[src/rtl/uart_rx_if.sv]
// Byte handshake between the UART receiver and its consumer.
// The receiver (master) presents data_out/data_valid; the consumer (slave)
// answers with data_ready. A byte is consumed on a cycle where both are high.
interface uart_rx_if;
   logic [7:0] data_out;
   logic       data_valid;
   logic       data_ready;

   modport master (output data_out, output data_valid, input data_ready);
   modport slave  (input data_out, input data_valid, output data_ready);
endinterface

[src/rtl/uart_rx.sv]
// 8N1 UART receiver with mid-bit sampling and a valid/ready byte output.
// rx_io is double-flopped into the clk domain. Each start edge is confirmed
// at half a bit time, and every later bit is sampled one full bit time apart.
// A stop bit that samples low raises a one-cycle frame_error pulse and the
// byte is dropped. The receiver re-arms only after the line has been seen high.
// Optional feature: define UART_RX_OVERRUN_EN to keep the unconsumed byte and
// raise a sticky overrun flag. Without it, a new byte overwrites data_out.
module uart_rx #(
   parameter int CLK_FREQ  = 50_000_000,
   parameter int BAUD_RATE = 115200
) (
   input  logic      clk,
   input  logic      rst_n,
   input  logic      rx_io,
   uart_rx_if.master rx_bus,
   output logic      frame_error,
   output logic      overrun,
   output logic      busy
);

   localparam int          CLK_PER_BIT  = CLK_FREQ / BAUD_RATE;
   localparam int          HALF_BIT     = CLK_PER_BIT / 2;
   localparam logic [11:0] LP_BIT_LAST  = 12'(CLK_PER_BIT - 1);
   localparam logic [11:0] LP_HALF_LAST = 12'(HALF_BIT - 1);

   typedef enum logic [1:0] {S_IDLE, S_START, S_DATA, S_STOP} state_t;

   state_t      r_state;
   state_t      w_state_nxt;
   logic [1:0]  r_sync;
   logic        w_rx_s;
   logic [11:0] r_cnt;
   logic [2:0]  r_idx;
   logic [7:0]  r_shift;
   logic        r_armed;
   logic [7:0]  r_data_out;
   logic        r_data_valid;
   logic        r_frame_error;
   logic        w_cnt_clr;
   logic        w_sample_bit;
   logic        w_stop_tick;
   logic        w_deliver;
   logic        w_handshake;

   assign w_rx_s      = r_sync[1];
   assign w_deliver   = w_stop_tick & w_rx_s;
   assign w_handshake = r_data_valid & rx_bus.data_ready;

   assign rx_bus.data_out   = r_data_out;
   assign rx_bus.data_valid = r_data_valid;
   assign frame_error       = r_frame_error;
   assign busy              = (r_state != S_IDLE);

   // Two-flop synchronizer for the asynchronous serial line; idles high.
   always_ff @(posedge clk or negedge rst_n) begin
      if (!rst_n) r_sync <= 2'b11;
      else        r_sync <= {r_sync[0], rx_io};
   end

   // FSM state register.
   always_ff @(posedge clk or negedge rst_n) begin
      if (!rst_n) r_state <= S_IDLE;
      else        r_state <= w_state_nxt;
   end

   // Next-state logic and the bit-timing strobes.
   always_comb begin
      w_state_nxt  = r_state;
      w_cnt_clr    = 1'b0;
      w_sample_bit = 1'b0;
      w_stop_tick  = 1'b0;
      case (r_state)
         S_IDLE: begin
            w_cnt_clr = 1'b1;
            if (r_armed && !w_rx_s) w_state_nxt = S_START;
         end
         S_START: begin
            if (r_cnt == LP_HALF_LAST) begin
               w_cnt_clr   = 1'b1;
               w_state_nxt = w_rx_s ? S_IDLE : S_DATA;
            end
         end
         S_DATA: begin
            if (r_cnt == LP_BIT_LAST) begin
               w_cnt_clr    = 1'b1;
               w_sample_bit = 1'b1;
               if (r_idx == 3'd7) w_state_nxt = S_STOP;
            end
         end
         S_STOP: begin
            if (r_cnt == LP_BIT_LAST) begin
               w_cnt_clr   = 1'b1;
               w_stop_tick = 1'b1;
               w_state_nxt = S_IDLE;
            end
         end
         default: w_state_nxt = S_IDLE;
      endcase
   end

   // Bit timer, bit index, shift register and the idle re-arm flag.
   always_ff @(posedge clk or negedge rst_n) begin
      if (!rst_n) begin
         r_cnt   <= 12'd0;
         r_idx   <= 3'd0;
         r_shift <= 8'h00;
         r_armed <= 1'b0;
      end else begin
         r_cnt <= w_cnt_clr ? 12'd0 : r_cnt + 12'd1;
         if (r_state == S_START)  r_idx <= 3'd0;
         else if (w_sample_bit)   r_idx <= r_idx + 3'd1;
         if (w_sample_bit) r_shift[r_idx] <= w_rx_s;
         // Arm only once the line is seen high in IDLE, so a held break never retriggers.
         if (r_state != S_IDLE) r_armed <= 1'b0;
         else if (w_rx_s)       r_armed <= 1'b1;
      end
   end

   // Frame error pulse: asserted for the single cycle after a low stop sample.
   always_ff @(posedge clk or negedge rst_n) begin
      if (!rst_n) r_frame_error <= 1'b0;
      else        r_frame_error <= w_stop_tick & ~w_rx_s;
   end

`ifdef UART_RX_OVERRUN_EN
   logic r_overrun;
   logic w_blocked;

   assign w_blocked = r_data_valid & ~rx_bus.data_ready;
   assign overrun   = r_overrun;

   // Output register: a byte arriving while the old one is still waiting is dropped and flagged.
   always_ff @(posedge clk or negedge rst_n) begin
      if (!rst_n) begin
         r_data_out   <= 8'h00;
         r_data_valid <= 1'b0;
         r_overrun    <= 1'b0;
      end else begin
         if (w_deliver && w_blocked) r_overrun <= 1'b1;
         else if (w_handshake)       r_overrun <= 1'b0;
         if (w_deliver && !w_blocked) begin
            r_data_out   <= r_shift;
            r_data_valid <= 1'b1;
         end else if (w_handshake) begin
            r_data_valid <= 1'b0;
         end
      end
   end
`else
   assign overrun = 1'b0;

   // Output register: the newest byte always wins, even if the last one was not taken.
   always_ff @(posedge clk or negedge rst_n) begin
      if (!rst_n) begin
         r_data_out   <= 8'h00;
         r_data_valid <= 1'b0;
      end else if (w_deliver) begin
         r_data_out   <= r_shift;
         r_data_valid <= 1'b1;
      end else if (w_handshake) begin
         r_data_valid <= 1'b0;
      end
   end
`endif

endmodule

[src/flat_wrapper.sv]
// flat-port wrapper written by rule: the top's interface ports become plain ports
module uart_rx_flat 
#(
   parameter int CLK_FREQ  = 50_000_000,
   parameter int BAUD_RATE = 115200
)
  (clk, rst_n, rx_io, frame_error, overrun, busy, rx_bus_data_out, rx_bus_data_valid, rx_bus_data_ready);
  uart_rx_if rx_bus_i ();
  input  logic clk;
  input  logic rst_n;
  input  logic rx_io;
  output logic frame_error;
  output logic overrun;
  output logic busy;
  output wire logic [$bits(rx_bus_i.data_out)-1:0] rx_bus_data_out;
  output wire logic [$bits(rx_bus_i.data_valid)-1:0] rx_bus_data_valid;
  input wire logic [$bits(rx_bus_i.data_ready)-1:0] rx_bus_data_ready;
  assign rx_bus_data_out = rx_bus_i.data_out;
  assign rx_bus_data_valid = rx_bus_i.data_valid;
  assign rx_bus_i.data_ready = rx_bus_data_ready;
  uart_rx #(.CLK_FREQ(CLK_FREQ), .BAUD_RATE(BAUD_RATE)) u_core (.clk(clk), .rst_n(rst_n), .rx_io(rx_io), .rx_bus(rx_bus_i), .frame_error(frame_error), .overrun(overrun), .busy(busy));
endmodule
[config.mk]
export PLATFORM = sky130hd
export DESIGN_NAME = uart_rx_flat
export DESIGN_NICKNAME = d
export VERILOG_FILES = /design/src/rtl/uart_rx_if.sv /design/src/rtl/uart_rx.sv /design/src/flat_wrapper.sv
export SDC_FILE = /design/constraint.sdc
export NUM_CORES = 1
export LEC_CHECK = 0
export CORE_MARGIN = 4
export CORE_UTILIZATION = 27
export CTS_CLUSTER_SIZE = 14
export DETAILED_ROUTE_END_ITERATION = 7
export HOLD_SLACK_MARGIN = 0.1
export PLACE_DENSITY_LB_ADDON = 0.05
export SLEW_MARGIN = 20
export SYNTH_ARGS = -nofsm -noshare
export SYNTH_HDL_FRONTEND = slang
export SYNTH_SLANG_ARGS = --single-unit
[constraint.sdc]
create_clock -name clk -period 2.55 [get_ports clk]
set_clock_uncertainty 0.2 [all_clocks]
set_input_delay 0.51 -clock clk [delete_from_list [all_inputs] [get_ports clk]]
set_output_delay 0.51 -clock clk [all_outputs]
set_load 0.005 [all_outputs]
# Word level (Yosys, flattened, before mapping)
# Index checks and enable logic that the tools add are counted.
word_totals:
  register_bits: 38
  latch_bits: 0
  mem_bits_rw: 0
  rom_bits: 0
  inputBits: 4
  word_cells: 60
  mem_count: 0
classes:
  addsub: 2
  mul: 0
  div: 0
  order_cmp: 2
  eq_ne: 11
  shift: 0
  muxes: 22
  bitwise: 4
  reduce_logical: 10
ops:
  columns: ["operator", "n"]
  rows:
  - ["$add 12x1->12 const B", 1]
  - ["$eq 12x8->1 const B", 1]
  - ["$eq 12x9->1 const B", 1]
  - ["$mux 12", 1]
  - ["$mux 2", 6]
  - ["$ne 2x1->1 const B", 5]
  - ["$mux 1", 9]
  - ["$bwmux 8", 1]
  - ["$pmux 2 s4", 1]
  - ["$reduce_bool 2->1", 4]
  - ["$mux 3", 2]
  - ["$reduce_and 5->1", 1]
  - ["$eq 2x2->1 const B", 2]
  - ["$lt 3x4->1 const B", 1]
  - ["$add 3x1->3 const B", 1]
  - ["$and 1x1->1", 3]
  - ["$demux 1 s3", 1]
  - ["$eq 3x3->1 const B", 1]
  - ["$ge 3x1->1 const B", 1]
  - ["$pmux 1 s3", 1]
  - ["$eq 2x1->1 const B", 1]
  - ["$logic_and 1x1->1", 2]
  - ["$logic_not 2->1", 1]
  - ["$reduce_or 2->1", 1]
  - ["other kinds (2)", 2]

# Depth between registers and ports, before layout
depth:
  ltp_word: 5
  mapped_depth: 7
  mapped_depth_nobuf: 6

# Least setup slack after synthesis
# OpenSTA, ideal clock, no wires.
synth_timing:
  kind: "flip-flop to flip-flop"
  startpoint: "register u_core.r_cnt[2]"
  endpoint: "register u_core.r_data_out[0] (netlist: u_core.rx_bus.data_out[0])"
  setup_time_ns: 0.125
  arrival_time_ns: 1.880
  required_ns: 2.225
  slack_ns: 0.345
  path_stages_with_launch: 6
  synth_period_minus_slack_ns: 2.205
  path_cell_list: "dfrtp_1 > or4_4 > nor3_4 > and3_1 > buf_6 > mux2_2"
synth_via:
  elab_chain_cells: 4
synth_lines:
  columns: ["element", "line_no", "source"]
  rows:
  - ["from (decl)", "uart_rx.sv:32", "logic [11:0] r_cnt;"]
  - ["from (signal assigned)", "uart_rx.sv:109", "r_cnt <= w_cnt_clr ? 12'd0 : r_cnt + 12'd1;"]
  - ["$eq 12x9->1", "uart_rx.sv:91", "if (r_cnt == LP_BIT_LAST) begin"]
  - ["$mux 1", "uart_rx.sv:91", null]
  - ["$mux 1", "uart_rx.sv:72", "case (r_state)"]
  - ["$and 1x1->1", "uart_rx.sv:46", "assign w_deliver = w_stop_tick & w_rx_s;"]
  - ["to (signal assigned)", "uart_rx.sv:158", "r_data_out <= r_shift;"]
  - ["to (decl)", "uart_rx.sv:36", "logic [7:0] r_data_out;"]
# Every way passes these cells.
# A chain may end at the register's enable or synchronous reset.

==> out/metrics.json <==
{
  "leakage_nw": 0.998,
  "io_buf_count": 14,
  "track_usage_pct": 9.79,
  "ys_top_cells_by_count": "dfrtp_1, nor2_1, mux2_2",
  "design.portCount": 16,
  "maxSlewHeadroom_pct": 43.3,
  "setup.worst_path.class": "reg -> out",
  "timing.final.crit_share_pct": 90.7,
  "timing.fmax_mhz": 433,
  "synthDominantCellAreaShare_pct": 49.7,
  "final_hold_viol_count": 0,
  "largest_net_degree_at_the_start_of_global_routing": 39,
  "placeableCoreArea_mm2": 0.00642,
  "grt_pass1_vias": 1303,
  "post_route_drc_violation_count": 0,
  "num-nets-final": 184,
  "dp.final_hpwl_mm": 2.63,
  "final-seq-area_um2": 953,
  "final_layout_size_suffix_gt1_share_pct": 19.9,
  "drt.antenna.violating_nets": 0,
  "gpl.final_weighted_congestion": 0.730,
  "power.ir.vdd_worst_mv": 0.254,
  "finalWorstPathRequiredPeriod_ps": 2310,
  "die_height_um": 90.0,
  "layout.filler_cells": 660,
  "area_growth_pct": 16.6,
  "multi_input_combinational_cell_area_um2": 797,
  "syn-num-nets": 167,
  "worst-endpoint-arrival_ps": 1600,
  "antenna_cells_inserted": 0,
  "synth.ff_latch_count": 38,
  "synth_enable_flop_cells": 0,
  "post_drt_via_cell_ratio": 4.66,
  "synth_top_cells_by_area": "dfrtp_1, mux2_2, xor2_1",
  "initialDrtViolationCount": 47,
  "yosys_most_used_dff": "dfrtp_1",
  "die_w_um": 90.0,
  "antenna_violations_before_repair": 0,
  "via_count": 1180,
  "critPathBufInv": 1,
  "maxCapViolCount": 0,
  "grt_setup_unrepaired": "false",
  "ys_async_sr_fraction_pct": 100,
  "worst-endpoint-required_ps": 1840,
  "worst-path-max-fanout": 12,
  "setup_tns_ps": 0,
  "grt-ovfl-total": 0,
  "count_of_cell_types_in_the_netlist": 38,
  "initial_utilization_pct": 28.2,
  "number_of_warnings_reported_in_the_yosys_synthesis_log": 0,
  "tritoncts": "yes",
  "syn_avg_cell_area_um2": 11.5,
  "total_of_endpoints_with_negative_setup_slack_in_the_final_report": 0,
  "wl_per_cell_um": 14.5,
  "dpl_worst_slack_ps": 269,
  "ctsResizeCount": 0,
  "routed_wirelength_mm": 3.67,
  "synth_top_area_cell": "dfrtp_1",
  "cts.repair_timing.setup_buffer_count": 0,
  "netlist_area_mm2": 0.00181,
  "wire_length_of_the_first_global_routing_pass_mm": 6.38,
  "crit_path_top_delay_cell": "dfrtp_1",
  "worst_slew_pin_slew_ps": 850,
  "buffer_levels_on_the_longest_clock_path": 2,
  "crit_path_cell_trace": "or2_2, clkdlybuf4s50_1",
  "number_of_cts_inserted_buffers": 5,
  "worst_slack_ps": 238,
  "cts.sink_count": 38,
  "drt_pass1_iterations": 4,
  "hold_class": "in -> async",
  "worst-r2r-setup-slack_ps": 270,
  "cts_hold_repair.buffers": 0,
  "floorplan.die_area_mm2": 0.00809,
  "timing_max_transition_violations_final": 0,
  "power_density_mw_per_mm2": 650,
  "cpLargestDelayFamily": "flip-flops",
  "synth.yosys.seq_area_share_pct": 52.6,
  "htreeDepth": 2,
  "synth_cells": 158,
  "status": "finished, final reports clean",
  "yosys.cell_count.top_type": "dfrtp_1",
  "critPathLaunchType": "flop",
  "cts.root.buffer_cell": "clkbuf_8",
  "worst_skew_pair.late_latency_ps": 290,
  "clk_pin_slew_worst_paths_ps": 70,
  "worst_path_largest_cell_delay_ps": 510,
  "placementRows": 29,
  "worstSetupEndpointType": "output port"
}
-- stage by stage --
stage	std cells	power, mW	hold WS [ps]	util, %	instance area (um^2)
2_1_floorplan	158	0.868	14.4	-	1810
3_3_place_gp	245	0.960	145	31.5	2020
3_5_place_dp	245	0.966	147	31.5	2020
4_1_cts	253	1.40	148	32.9	2110
5_1_grt	253	1.45	171	32.9	2110
6_report	253	1.37	123	32.9	2110
-- path summary, 6_finish.rpt --
check / startpoint / to / cells after the start
setup / recovery: flop / busy / 2
hold reg to reg: u_core.r_sync[0]$_DFF_PN1_ / u_core.r_sync[1]$_DFF_PN1_ / 0
hold / removal: rst_n / u_core.rx_bus.data_out[5]$_DFFE_PN0P_ / 1
setup reg to reg: u_core.r_cnt[1]$_DFF_PN0_ / u_core.rx_bus.data_out[5]$_DFFE_PN0P_ / 7
max in group asynchronous: rst_n / u_core.r_idx[1]$_DFFE_PN0P_ / 1
min in group clk: u_core.r_sync[0]$_DFF_PN1_ / u_core.r_sync[1]$_DFF_PN1_ / 0
-- worst reg2reg max path: cells and delay by family, from the launching register on --
kind / cells / cell delay [ps]
flops: 1 / 390
buf+inv: 2 / 260
mux: 1 / 350
simple gates: 3 / 820
fa+ha+maj: 1 / 140
-- routing by layer --
layer | track usage (%) | vias to the layer above | part of all wire (%)
li1 | - | 581 | -
met1 | 12.3 | 580 | 48
met2 | 15.9 | 13 | 47
met3 | 2.67 | 6 | 3.3
met4 | 4.21 | 0 | 1.7
met5 | 0 | - | 0
-- cell type report --
type | count | share of cell area (%)
clock buffers | 7 | 4.08
clock inverters | 1 | 0.237
inverters | 3 | 0.533
multi-input cells | 109 | 37.7
flip-flops and latches | 38 | 45.1
well taps | 77 | 4.56
repair buffers | 18 | 7.81
-- sequential cells by signal, summed over array words and instances (netlist names), named ones only --
| signal | flops |
|---|---|
| u_core.r_cnt | 12 |
| u_core.r_shift | 8 |
| u_core.r_idx | 3 |
| u_core.r_armed | 1 |
| u_core.rx_bus.data_out | 8 |
| u_core.frame_error | 1 |
| u_core.r_sync | 2 |
| u_core.r_state | 1 |
| u_core.rx_bus.data_valid | 1 |
-- placed cells by master, fill, tap and decap left out, types with 4 or more instances in the layout --
cell type / Yosys / layout
dfrtp_1: 36 / 36
nor2_1: 16 / 16
mux2_2: 15 / 15
nand3_1: 14 / 14
clkdlybuf4s50_1: 0 / 13
xor2_1: 9 / 9
nand2_1: 6 / 6
clkbuf_8: 0 / 6
ha_1: 5 / 5
nor2b_1: 4 / 4
nor3b_1: 4 / 4
and2_1: 4 / 4
nand4_1: 4 / 4
buf_4: 2 / 4
-- cells by family after synthesis --
group,Yosys count,synth area share [%]
simple gates,63,19.2
flops,38,52.6
mux,16,9.93
compound gates,14,6.28
buf+inv,11,3.52
xor+xnor,10,4.83
fa+ha+maj,5,3.45
other cells,1,0.207
-- power breakdown --
part	switching [mW]	internal [mW]
sequential	0.0442	0.643
clock	0.206	0.218
combinational	0.149	0.114
No activity file was read; power rests on OpenSTA's default activity.
